<file path="src/rtl/thunderbird_pkg.sv">
// Shared lamp-pattern constants, state codes and pattern classifier for the thunderbird tail-light family.
package thunderbird_pkg;

  localparam logic [5:0] PAT_IDLE = 6'b000000;
  localparam logic [5:0] PAT_L1   = 6'b001000;
  localparam logic [5:0] PAT_L2   = 6'b011000;
  localparam logic [5:0] PAT_L3   = 6'b111000;
  localparam logic [5:0] PAT_R1   = 6'b000100;
  localparam logic [5:0] PAT_R2   = 6'b000110;
  localparam logic [5:0] PAT_R3   = 6'b000111;
  localparam logic [5:0] PAT_LR   = 6'b111111;

  localparam logic [2:0] ST_IDLE = 3'd0;
  localparam logic [2:0] ST_L1   = 3'd1;
  localparam logic [2:0] ST_L2   = 3'd2;
  localparam logic [2:0] ST_L3   = 3'd3;
  localparam logic [2:0] ST_R1   = 3'd4;
  localparam logic [2:0] ST_R2   = 3'd5;
  localparam logic [2:0] ST_R3   = 3'd6;
  localparam logic [2:0] ST_LR   = 3'd7;

  typedef struct packed {
    logic       valid;
    logic [2:0] code;
  } pat_class_t;

  function automatic pat_class_t classify_pattern(input logic [5:0] pat);
    pat_class_t c;
    c.valid = 1'b1;
    c.code  = ST_IDLE;
    case (pat)
      PAT_IDLE: c.code = ST_IDLE;
      PAT_L1:   c.code = ST_L1;
      PAT_L2:   c.code = ST_L2;
      PAT_L3:   c.code = ST_L3;
      PAT_R1:   c.code = ST_R1;
      PAT_R2:   c.code = ST_R2;
      PAT_R3:   c.code = ST_R3;
      PAT_LR:   c.code = ST_LR;
      default:  c.valid = 1'b0;
    endcase
    return c;
  endfunction

  // Step states are the six turn-signal phases; IDLE and LR are steady states.
  function automatic logic is_step(input logic [2:0] code);
    return (code != ST_IDLE) && (code != ST_LR);
  endfunction

endpackage

</file>
<file path="src/rtl/thunderbird_pattern_class.sv">
// Combinational classifier: 6-bit lamp vector -> {valid, state code}.
module thunderbird_pattern_class
  import thunderbird_pkg::*;
(
  input  logic [5:0] i_light,
  output logic       o_valid,
  output logic [2:0] o_code
);

  pat_class_t w_class;

  always_comb begin
    w_class = classify_pattern(i_light);
  end

  assign o_valid = w_class.valid;
  assign o_code  = w_class.code;

endmodule

</file>
<file path="src/rtl/thunderbird_decoder.sv">
// Receive-side monitor for the thunderbird lamp vector: decodes state, checks legality, counts errors.
// Optional step dwell-time checking is enabled by defining THUNDERBIRD_DEC_DWELL_CHECK_EN.
module thunderbird_decoder
  import thunderbird_pkg::*;
#(
  parameter int MIN_DWELL = 3,
  parameter int MAX_DWELL = 3,
  parameter int ERR_W     = 8
) (
  input  logic             clk,
  input  logic             reset,
  input  logic [5:0]       light_in,
  output logic             left_on,
  output logic             right_on,
  output logic             hazard_on,
  output logic             seq_done,
  output logic             err,
  output logic [ERR_W-1:0] err_count,
  output logic [2:0]       dec_state
);

  if (MIN_DWELL > MAX_DWELL + 1) begin : g_param_chk
    $error("MIN_DWELL can never be met before the stuck limit");
  end

  logic       w_valid;
  logic [2:0] w_code;

  thunderbird_pattern_class u_class (
    .i_light (light_in),
    .o_valid (w_valid),
    .o_code  (w_code)
  );

  logic [2:0]       r_state;
  logic             r_unk;
  logic [5:0]       r_prev_light;
  logic             r_seq_done;
  logic             r_err;
  logic [ERR_W-1:0] r_err_count;

  logic [2:0] w_state_nxt;
  logic       w_unk_nxt;
  logic       w_legal;
  logic       w_err_seq;
  logic       w_err;
  logic       w_done;
  logic       w_dwell_err;

`ifdef THUNDERBIRD_DEC_DWELL_CHECK_EN
  localparam int DW_MAX = (MIN_DWELL > MAX_DWELL) ? MIN_DWELL : MAX_DWELL;
  localparam int DW_W   = $clog2(DW_MAX + 2);
  localparam logic [DW_W-1:0] MIN_D = DW_W'(MIN_DWELL);
  localparam logic [DW_W-1:0] MAX_D = DW_W'(MAX_DWELL);
  localparam logic [DW_W-1:0] ONE_D = DW_W'(1);

  logic [DW_W-1:0] r_dwell;
  logic [DW_W-1:0] w_dwell_nxt;

  // Dwell counts cycles the current state has been observed, including its entry cycle.
  always_comb begin
    w_dwell_nxt = r_dwell;
    w_dwell_err = 1'b0;
    if (r_unk) begin
      w_dwell_nxt = w_valid ? ONE_D : '0;
    end else if (!w_valid) begin
      w_dwell_nxt = '0;
      w_dwell_err = is_step(r_state) && (r_dwell < MIN_D);
    end else if (w_code == r_state) begin
      if (r_dwell <= MAX_D) w_dwell_nxt = r_dwell + ONE_D;
      w_dwell_err = is_step(r_state) && (r_dwell == MAX_D);
    end else begin
      w_dwell_nxt = ONE_D;
      w_dwell_err = is_step(r_state) && (r_dwell < MIN_D);
    end
  end

  always_ff @(posedge clk) begin
    if (reset) r_dwell <= '0;
    else       r_dwell <= w_dwell_nxt;
  end
`else
  assign w_dwell_err = 1'b0;
`endif

  always_comb begin
    w_legal = (w_code == ST_IDLE) || (w_code == ST_LR);
    case (r_state)
      ST_IDLE: if ((w_code == ST_L1) || (w_code == ST_R1)) w_legal = 1'b1;
      ST_L1:   if (w_code == ST_L2) w_legal = 1'b1;
      ST_L2:   if (w_code == ST_L3) w_legal = 1'b1;
      ST_R1:   if (w_code == ST_R2) w_legal = 1'b1;
      ST_R2:   if (w_code == ST_R3) w_legal = 1'b1;
      default: ;
    endcase
  end

  // While UNK the state register is parked at IDLE so dec_state reads 0.
  always_comb begin
    w_state_nxt = r_state;
    w_unk_nxt   = r_unk;
    w_err_seq   = 1'b0;
    w_done      = 1'b0;
    if (r_unk) begin
      if (!w_valid) begin
        w_err_seq = (light_in != r_prev_light);
      end else begin
        w_unk_nxt   = 1'b0;
        w_state_nxt = w_code;
        w_err_seq   = is_step(w_code);
      end
    end else if (!w_valid) begin
      w_unk_nxt   = 1'b1;
      w_state_nxt = ST_IDLE;
      w_err_seq   = 1'b1;
    end else if (w_code != r_state) begin
      w_state_nxt = w_code;
      w_err_seq   = !w_legal;
      w_done      = w_legal && (w_code == ST_IDLE) &&
                    ((r_state == ST_L3) || (r_state == ST_R3));
    end
    w_err = w_err_seq || w_dwell_err;
  end

  always_ff @(posedge clk) begin
    if (reset) begin
      r_state     <= ST_IDLE;
      r_unk       <= 1'b0;
      r_seq_done  <= 1'b0;
      r_err       <= 1'b0;
      r_err_count <= '0;
    end else begin
      r_state    <= w_state_nxt;
      r_unk      <= w_unk_nxt;
      r_seq_done <= w_done;
      r_err      <= w_err;
      if (w_err && (r_err_count != {ERR_W{1'b1}})) r_err_count <= r_err_count + 1'b1;
    end
  end

  // Previous raw vector: distinguishes a held BAD value from a new one.
  always_ff @(posedge clk) begin
    r_prev_light <= light_in;
  end

  assign left_on   = (r_state == ST_L1) || (r_state == ST_L2) || (r_state == ST_L3);
  assign right_on  = (r_state == ST_R1) || (r_state == ST_R2) || (r_state == ST_R3);
  assign hazard_on = (r_state == ST_LR);
  assign seq_done  = r_seq_done;
  assign err       = r_err;
  assign err_count = r_err_count;
  assign dec_state = r_state;

endmodule
</file>
<file path="config.mk">
export PLATFORM = sky130hd
export DESIGN_NAME = thunderbird_decoder
export DESIGN_NICKNAME = d
export VERILOG_FILES = /design/src/rtl/thunderbird_pkg.sv /design/src/rtl/thunderbird_pattern_class.sv /design/src/rtl/thunderbird_decoder.sv
export SDC_FILE = /design/constraint.sdc
export NUM_CORES = 1
export LEC_CHECK = 0
export BUFFER_PORTS_ARGS = -buffer_cell sky130_fd_sc_hd__buf_2
export CAP_MARGIN = 40
export CORE_ASPECT_RATIO = 0.7
export CORE_MARGIN = 3
export CORE_UTILIZATION = 40
export CTS_CLUSTER_SIZE = 10
export DETAILED_ROUTE_END_ITERATION = 7
export MAX_ROUTING_LAYER = met4
export PLACE_DENSITY_LB_ADDON = 0.2
export SLEW_MARGIN = 20
export SYNTH_ARGS = -nofsm -noshare
export SYNTH_HDL_FRONTEND = slang
export SYNTH_SLANG_ARGS = --single-unit
</file>
<file path="constraint.sdc">
create_clock -name clk -period 4.1 [get_ports clk]
set_clock_uncertainty 0.1 [all_clocks]
set_input_delay 1.23 -clock clk [delete_from_list [all_inputs] [get_ports clk]]
set_output_delay 1.23 -clock clk [all_outputs]
set_load 0.005 [all_outputs]
</file>
== Yosys cells after proc, flatten, opt, wreduce, memory -nomap -nowiden ==
Cells that the tools add are included.
Word-level totals
  input port bits: 8
  register bits after elaboration: 20
  word-level logic and storage cells: 72
Operators by class
  add/sub/neg operators: 1
  equality and inequality tests: 27
  mux-type cells: 17
  reduce and logical (&&, ||, !) cells: 19
  bitwise operators: 2
Operator list (count)
  $eq A3 B3 Y1 const B: 8
  $pmux W3 S7: 1
  $eq A6 B3 Y1 const B: 3
  $eq A3 B2 Y1 const B: 4
  $eq A6 B6 Y1 const B: 2
  $mux W3: 4
  $mux W1: 11
  $add A8 B1 Y8 const B: 1
  $ne A8 B8 Y1 const B: 1
  $reduce_or A8 Y1: 1
  $logic_or A1 B1 Y1: 7
  $eq A3 B1 Y1 const B: 2
  $eq A6 B4 Y1 const B: 1
  $eq A6 B5 Y1 const B: 1
  $logic_not A3 Y1: 2
  $logic_not A6 Y1: 1
  $ne A6 B6 Y1: 1
  $pmux W1 S5: 1
  $logic_and A1 B1 Y1: 4
  $reduce_or A4 Y1: 1
  $ne A3 B1 Y1 const B: 1
  $ne A3 B3 Y1: 1
  $ne A3 B3 Y1 const B: 1
  $reduce_bool A3 Y1: 1
  4 further kinds: 5

== Longest topological paths before layout ==
  word-level depth: 11
  depth in mapped cells: 9
  mapped depth without buffers: 7

== By module ==
Synthesis repeated with hierarchy kept, for this count alone.
Unflattened totals
  cell total of the unflattened synthesis: 134
  area total of the unflattened synthesis: 1149.9 um^2
Modules (own cells, without submodules)
  thunderbird_decoder: times used 1, area an instance 1032.2 um^2, seq. area each 400.4 um^2, cells an instance 114
  thunderbird_pattern_class: times used 1, area an instance 117.6 um^2, seq. area each 0.0 um^2, cells an instance 20

== Worst setup path after synthesis ==
Ideal clock, no wire load.
  path kind: in2reg
  from: input port light_in[5]
  to: register r_err_count[2], in the netlist err_count[2]
  stages on the path: 9
  setup slack: 0.595 ns
  data required time: 3.877 ns
  arrival time: 3.281 ns
  buffers on the path: 2
  library setup time: 0.123 ns
  cells stage by stage: buf_4 -> or3_4 -> buf_6 -> a21o_1 -> or4_1 -> o21a_1 -> and4_4 -> o211ai_2 -> mux2_1
Between the ends
  word-level cells in the longest chain between the ends: 11
RTL lines
  start: declaration: RTL line thunderbird_decoder.sv:12  | input logic [5:0] light_in,
  $eq A6 B6 Y1 (tied with other cells): RTL line thunderbird_pkg.sv:31  | case (pat)
  $pmux W3 S7: RTL line thunderbird_pkg.sv:31
  $eq A3 B3 Y1 (tied with other cells): RTL line thunderbird_decoder.sv:87  | w_legal = (w_code == ST_IDLE) || (w_code == ST_LR);
  $logic_or A1 B1 Y1, on equally long branches: RTL line thunderbird_decoder.sv:87, thunderbird_decoder.sv:89
  $mux W1, on equally long branches
  $pmux W1 S5: RTL line thunderbird_decoder.sv:88  | case (r_state)
  $logic_not A1 Y1: RTL line thunderbird_decoder.sv:118  | w_err_seq = !w_legal;
  $mux W1: RTL line thunderbird_decoder.sv:116  | end else if (w_code != r_state) begin
  $mux W1: RTL line thunderbird_decoder.sv:112  | end else if (!w_valid) begin
  $mux W1 *: RTL line thunderbird_decoder.sv:104  | if (r_unk) begin
  $logic_and A1 B1 Y1 *: RTL line thunderbird_decoder.sv:137  | if (w_err && (r_err_count != {ERR_W{1'b1}})) r_err_count <= r_err_count + 1'b1;
  end signal: assignment: RTL line thunderbird_decoder.sv:137
  end: declaration: RTL line thunderbird_decoder.sv:40  | logic [ERR_W-1:0] r_err_count;
Mark *: on every way between the ends. The rest lies on a longest branch, timed or not.
A chain may end at the register's enable or synchronous reset.

== Worst setup path after layout ==
  from: input port light_in[0]
  to: register r_err_count[7], in the netlist err_count[7]
Same word-level chain as after synthesis.

==> reports/qor_table.md <==
| Item | This run | Unit |
| --- | --- | --- |
| Max-cap violation count | 0 | - |
| TritonCTS clock tree | built | - |
| Number of buffers added by the clock tree synthesis step | 3 | - |
| Yosys top cell area share | 30.2 | % |
| Unrepaired setup endpoints after global routing | false | - |
| Kind of capture point of the worst setup path | register | - |
| Fin. max-slew vios | 0 | - |
| Worst VDD drop | 0.222 | mV |
| Total buffers and inverters traversed by the critical path | 1 | - |
| Combined area of the multi-input logic cells | 850 | sq um |
| Sequential fraction of the synthesis area | 30.2 | % |
| Count of clock tree sinks | 20 | - |
| Final setup fails | 0 | - |
| Number of placement rows | 16 | - |
| Number of flip-flops and latches in the synthesized netlist | 20 | - |
| Final worst path period share | 85.5 | % |
| First-pass GRT wire length | 4620 | um |
| Share of layout cells above drive strength 1 | 26.2 | % |
| Power density of the placed cells | 328 | mW/mm^2 |
| CP max-delay cell | sky130_fd_sc_hd__or3_1 | - |
| Setup tns final | 0 | ns |
| Share of total power consumed by net switching | 24.7 | % |
| Leading post-synthesis cells by instance count | 20 x sky130_fd_sc_hd__dfxtp_1, 14 x sky130_fd_sc_hd__nor2_1, 12 x sky130_fd_sc_hd__nand3_1 | - |
| DPL Wire Length | 2110 | um |
| Synth cell types | 51 | - |
| Worst Path Class, Setup | in2reg | - |
| Sw power | 0.000121 | W |
| Share of power burned in the clock network | 40.3 | % |
| Global placer's final weighted congestion | 0.980 | - |
| Floorplan die area | 0.00406 | sq mm |
| Final min period | 3.50 | ns |
| Post-synth EDFFs | 0 | - |
| Syn Inst Count | 157 | - |
| Crit path max fanout | 10 | - |
| Async SR Flop Fraction | 0 | % |
| Maximum buffer depth of the clock tree | 2 | - |
| Class of the tightest hold or removal check | reg2reg | - |
| Critical Path Most Common Cell | sky130_fd_sc_hd__a211oi_2 | - |
| Maximum number of pins on one net before global-route repair | 21 | - |
| Skew-Pair Late Insertion Delay | 0.26 | ns |
| Cell taking the most area after synthesis | sky130_fd_sc_hd__dfxtp_1 | - |
| Total gr overflow | 0 | - |
| Worst hold margin | 0.442 | ns |
| Most numerous cell in the Yosys netlist | sky130_fd_sc_hd__dfxtp_1 | - |
| Cell Chain, Critical Path | buf_2, or3_1, a211oi_2, nor4b_1, a221oi_2, nand2_1, a211oi_2, mux2_4 | - |
| Post-detailed-route via-to-cell ratio | 5.62 | - |
| Initial antenna violation count | 0 | - |
| Required time of the critical path | 4.14 | ns |
| Detailed Routing Iterations Pass 1 | 4 | - |
| Count of buffers from port buffering | 23 | - |
| Vias in the first global route | 1013 | - |
| Leakage component of the power | 0.604 | nW |
| Fmax | 285 | MHz |
| Antenna Diode Count | 0 | - |
| Worst path arrival time | 3.55 | ns |
| Die span in y | 54.2 | um |
| Count of nets left with antenna violations after detail routing | 0 | - |
| Remaining DRCs | 0 | - |
| Area delta synth->final | 12.4 | % |
| Cell area after layout | 0.00149 | sq mm |
| Via count | 1169 | - |
| H-tree levels | 1 | - |
| Top FF cell, synth | sky130_fd_sc_hd__dfxtp_1 | - |
| Total power | 0.000489 | W |
| Buffer cell driving the clock tree root | sky130_fd_sc_hd__clkbuf_8 | - |
| Number of DRC markers after the initial detailed-route iteration | 60 | - |
| Detailed-route wire length per cell | 13.2 | um |
| FF/Latch Area | 400 | sq um |
| Number of nets at the end of the flow | 182 | - |
| Average size of a mapped cell | 8.46 | sq um |
| Filler Cell Count | 294 | - |
| Effective utilization at floorplan | 44.5 | % |
| Relative contribution of combinational cells to total power | 15.6 | % |
| Resized cells post-CTS | 0 | - |
| Post-Synthesis Cell Area | 0.00133 | sq mm |
| Synthesized netlist net count | 166 | - |
| Buffers inserted by post-CTS timing repair | 0 | - |
| Outcome | completed | - |
| Portion of total power attributed to sequential cells | 44.1 | % |
| P_int | 0.000368 | W |
| Startpoint Class | primary input | - |
| Synth area leaders | sky130_fd_sc_hd__dfxtp_1 30%, sky130_fd_sc_hd__xnor2_1 4.6%, sky130_fd_sc_hd__nand3_1 4.5%, sky130_fd_sc_hd__mux2_1 4.2%, sky130_fd_sc_hd__a21oi_1 4.1% | - |
| CORE AREA | 0.00298 | sq mm |
| Die outline width | 74.9 | um |
| Transition at the pin with the smallest max-transition slack | 0.427 | ns |
| Final hold viol count | 0 | - |
| Hold buffers post-CTS | 0 | - |
| IO Pins | 24 | - |
| Clock-pin transition on the worst setup and hold timing paths | 0.08 | ns |
| Tot GR Track Use | 15.2 | % |
| Delay of the slowest critical-path stage | 0.46 | ns |
| Worst slew slack as a fraction of its limit | 71.2 | % |
| Placed Instance Area | 0.00142 | sq mm |
| Count of yosys warnings during synthesis | 0 | - |
| Detailed Route WL | 2750 | um |
| Family with the most delay on the worst path | compound AO/OA/AOI/OAI gates | - |
## worst min-delay path: cells and delay by family (launching register included)
family	cells	cell delay, ns
AOI/OAI and AO/OA	1	0.06
DFF	1	0.36
and+or+nand+nor	1	0.08
## cells by family after synthesis
logic type | Yosys count | synth area share [%]
AND/OR/NAND/NOR | 72 | 32.1
AO/OA/AOI/OAI | 34 | 19.4
flip-flops | 20 | 30.2
buffers and inverters | 15 | 5.84
XOR/XNOR | 8 | 5.28
multiplexers | 7 | 6.22
adder cells (fa/ha/maj) | 1 | 0.942
## per-layer routing
metal  routed length [um]  global-route usage [%]  vias up
met5                    0                       -        -
met2                 1080                    20.8       29
li1                     -                       -      606
met4                    8                    2.07        0
met1                 1540                    22.4      532
met3                  111                    4.10        2
## cells in the final DEF, fill, tap and decap left out, types with 4 or more instances in the layout
cell,instances
sky130_fd_sc_hd__dfxtp_1,20
sky130_fd_sc_hd__or3_1,4
sky130_fd_sc_hd__nor2b_1,7
sky130_fd_sc_hd__nor2_1,14
sky130_fd_sc_hd__o21ai_0,4
sky130_fd_sc_hd__mux2_1,5
sky130_fd_sc_hd__a21oi_1,11
sky130_fd_sc_hd__nand3_1,12
sky130_fd_sc_hd__xnor2_1,7
sky130_fd_sc_hd__buf_2,23
sky130_fd_sc_hd__nand2_1,8
## state kept, by name, summed over array words and instances, names as in the netlist
signal        flops
dec_state         3
err               1
err_count         8
r_prev_light      6
r_unk             1
seq_done          1
## power by group through the flow
stage / Clock [W] / Sequential (W) / Combinational, W
3_5_place_dp: 0 / 0.000220 / 0.0000760
3_3_place_gp: 0 / 0.000219 / 0.0000760
4_1_cts: 0.000201 / 0.000215 / 0.0000763
5_1_grt: 0.000209 / 0.000217 / 0.0000862
2_1_floorplan: 0 / 0.000217 / 0.0000616
6_report: 0.000197 / 0.000216 / 0.0000763
## layout make-up
| cell class | count | share of cell area (%) |
|---|---|---|
| flip-flops and latches | 20 | 26.8 |
| multi-input cells | 122 | 56.9 |
| inverters | 3 | 0.754 |
| repair buffers | 23 | 7.71 |
| clock buffers | 3 | 2.77 |
| clock inverters | 1 | 2.01 |
| well taps | 36 | 3.02 |
## per-stage QoR
step | std cells | utilization (%) | setup WS [ns]
2_1_floorplan | 157 | - | 0.595
3_3_place_gp | 204 | 47.7 | 0.370
3_5_place_dp | 204 | 47.7 | 0.368
4_1_cts | 208 | 50.0 | 0.631
5_1_grt | 208 | 50.0 | 0.473
6_report | 208 | 50.0 | 0.596
## path summary, 6_finish.rpt
path	cells past startpoint	to	startpoint	slack (ns)
max	8	err_count[7]	light_in[0]	0.60
min	2	err_count[1]	err_count[1]	0.44
max reg2reg	7	err_count[2]	dec_state[1]	1.79
min reg2reg	2	err_count[1]	err_count[1]	0.44
No activity file was read; power rests on OpenSTA's default activity.
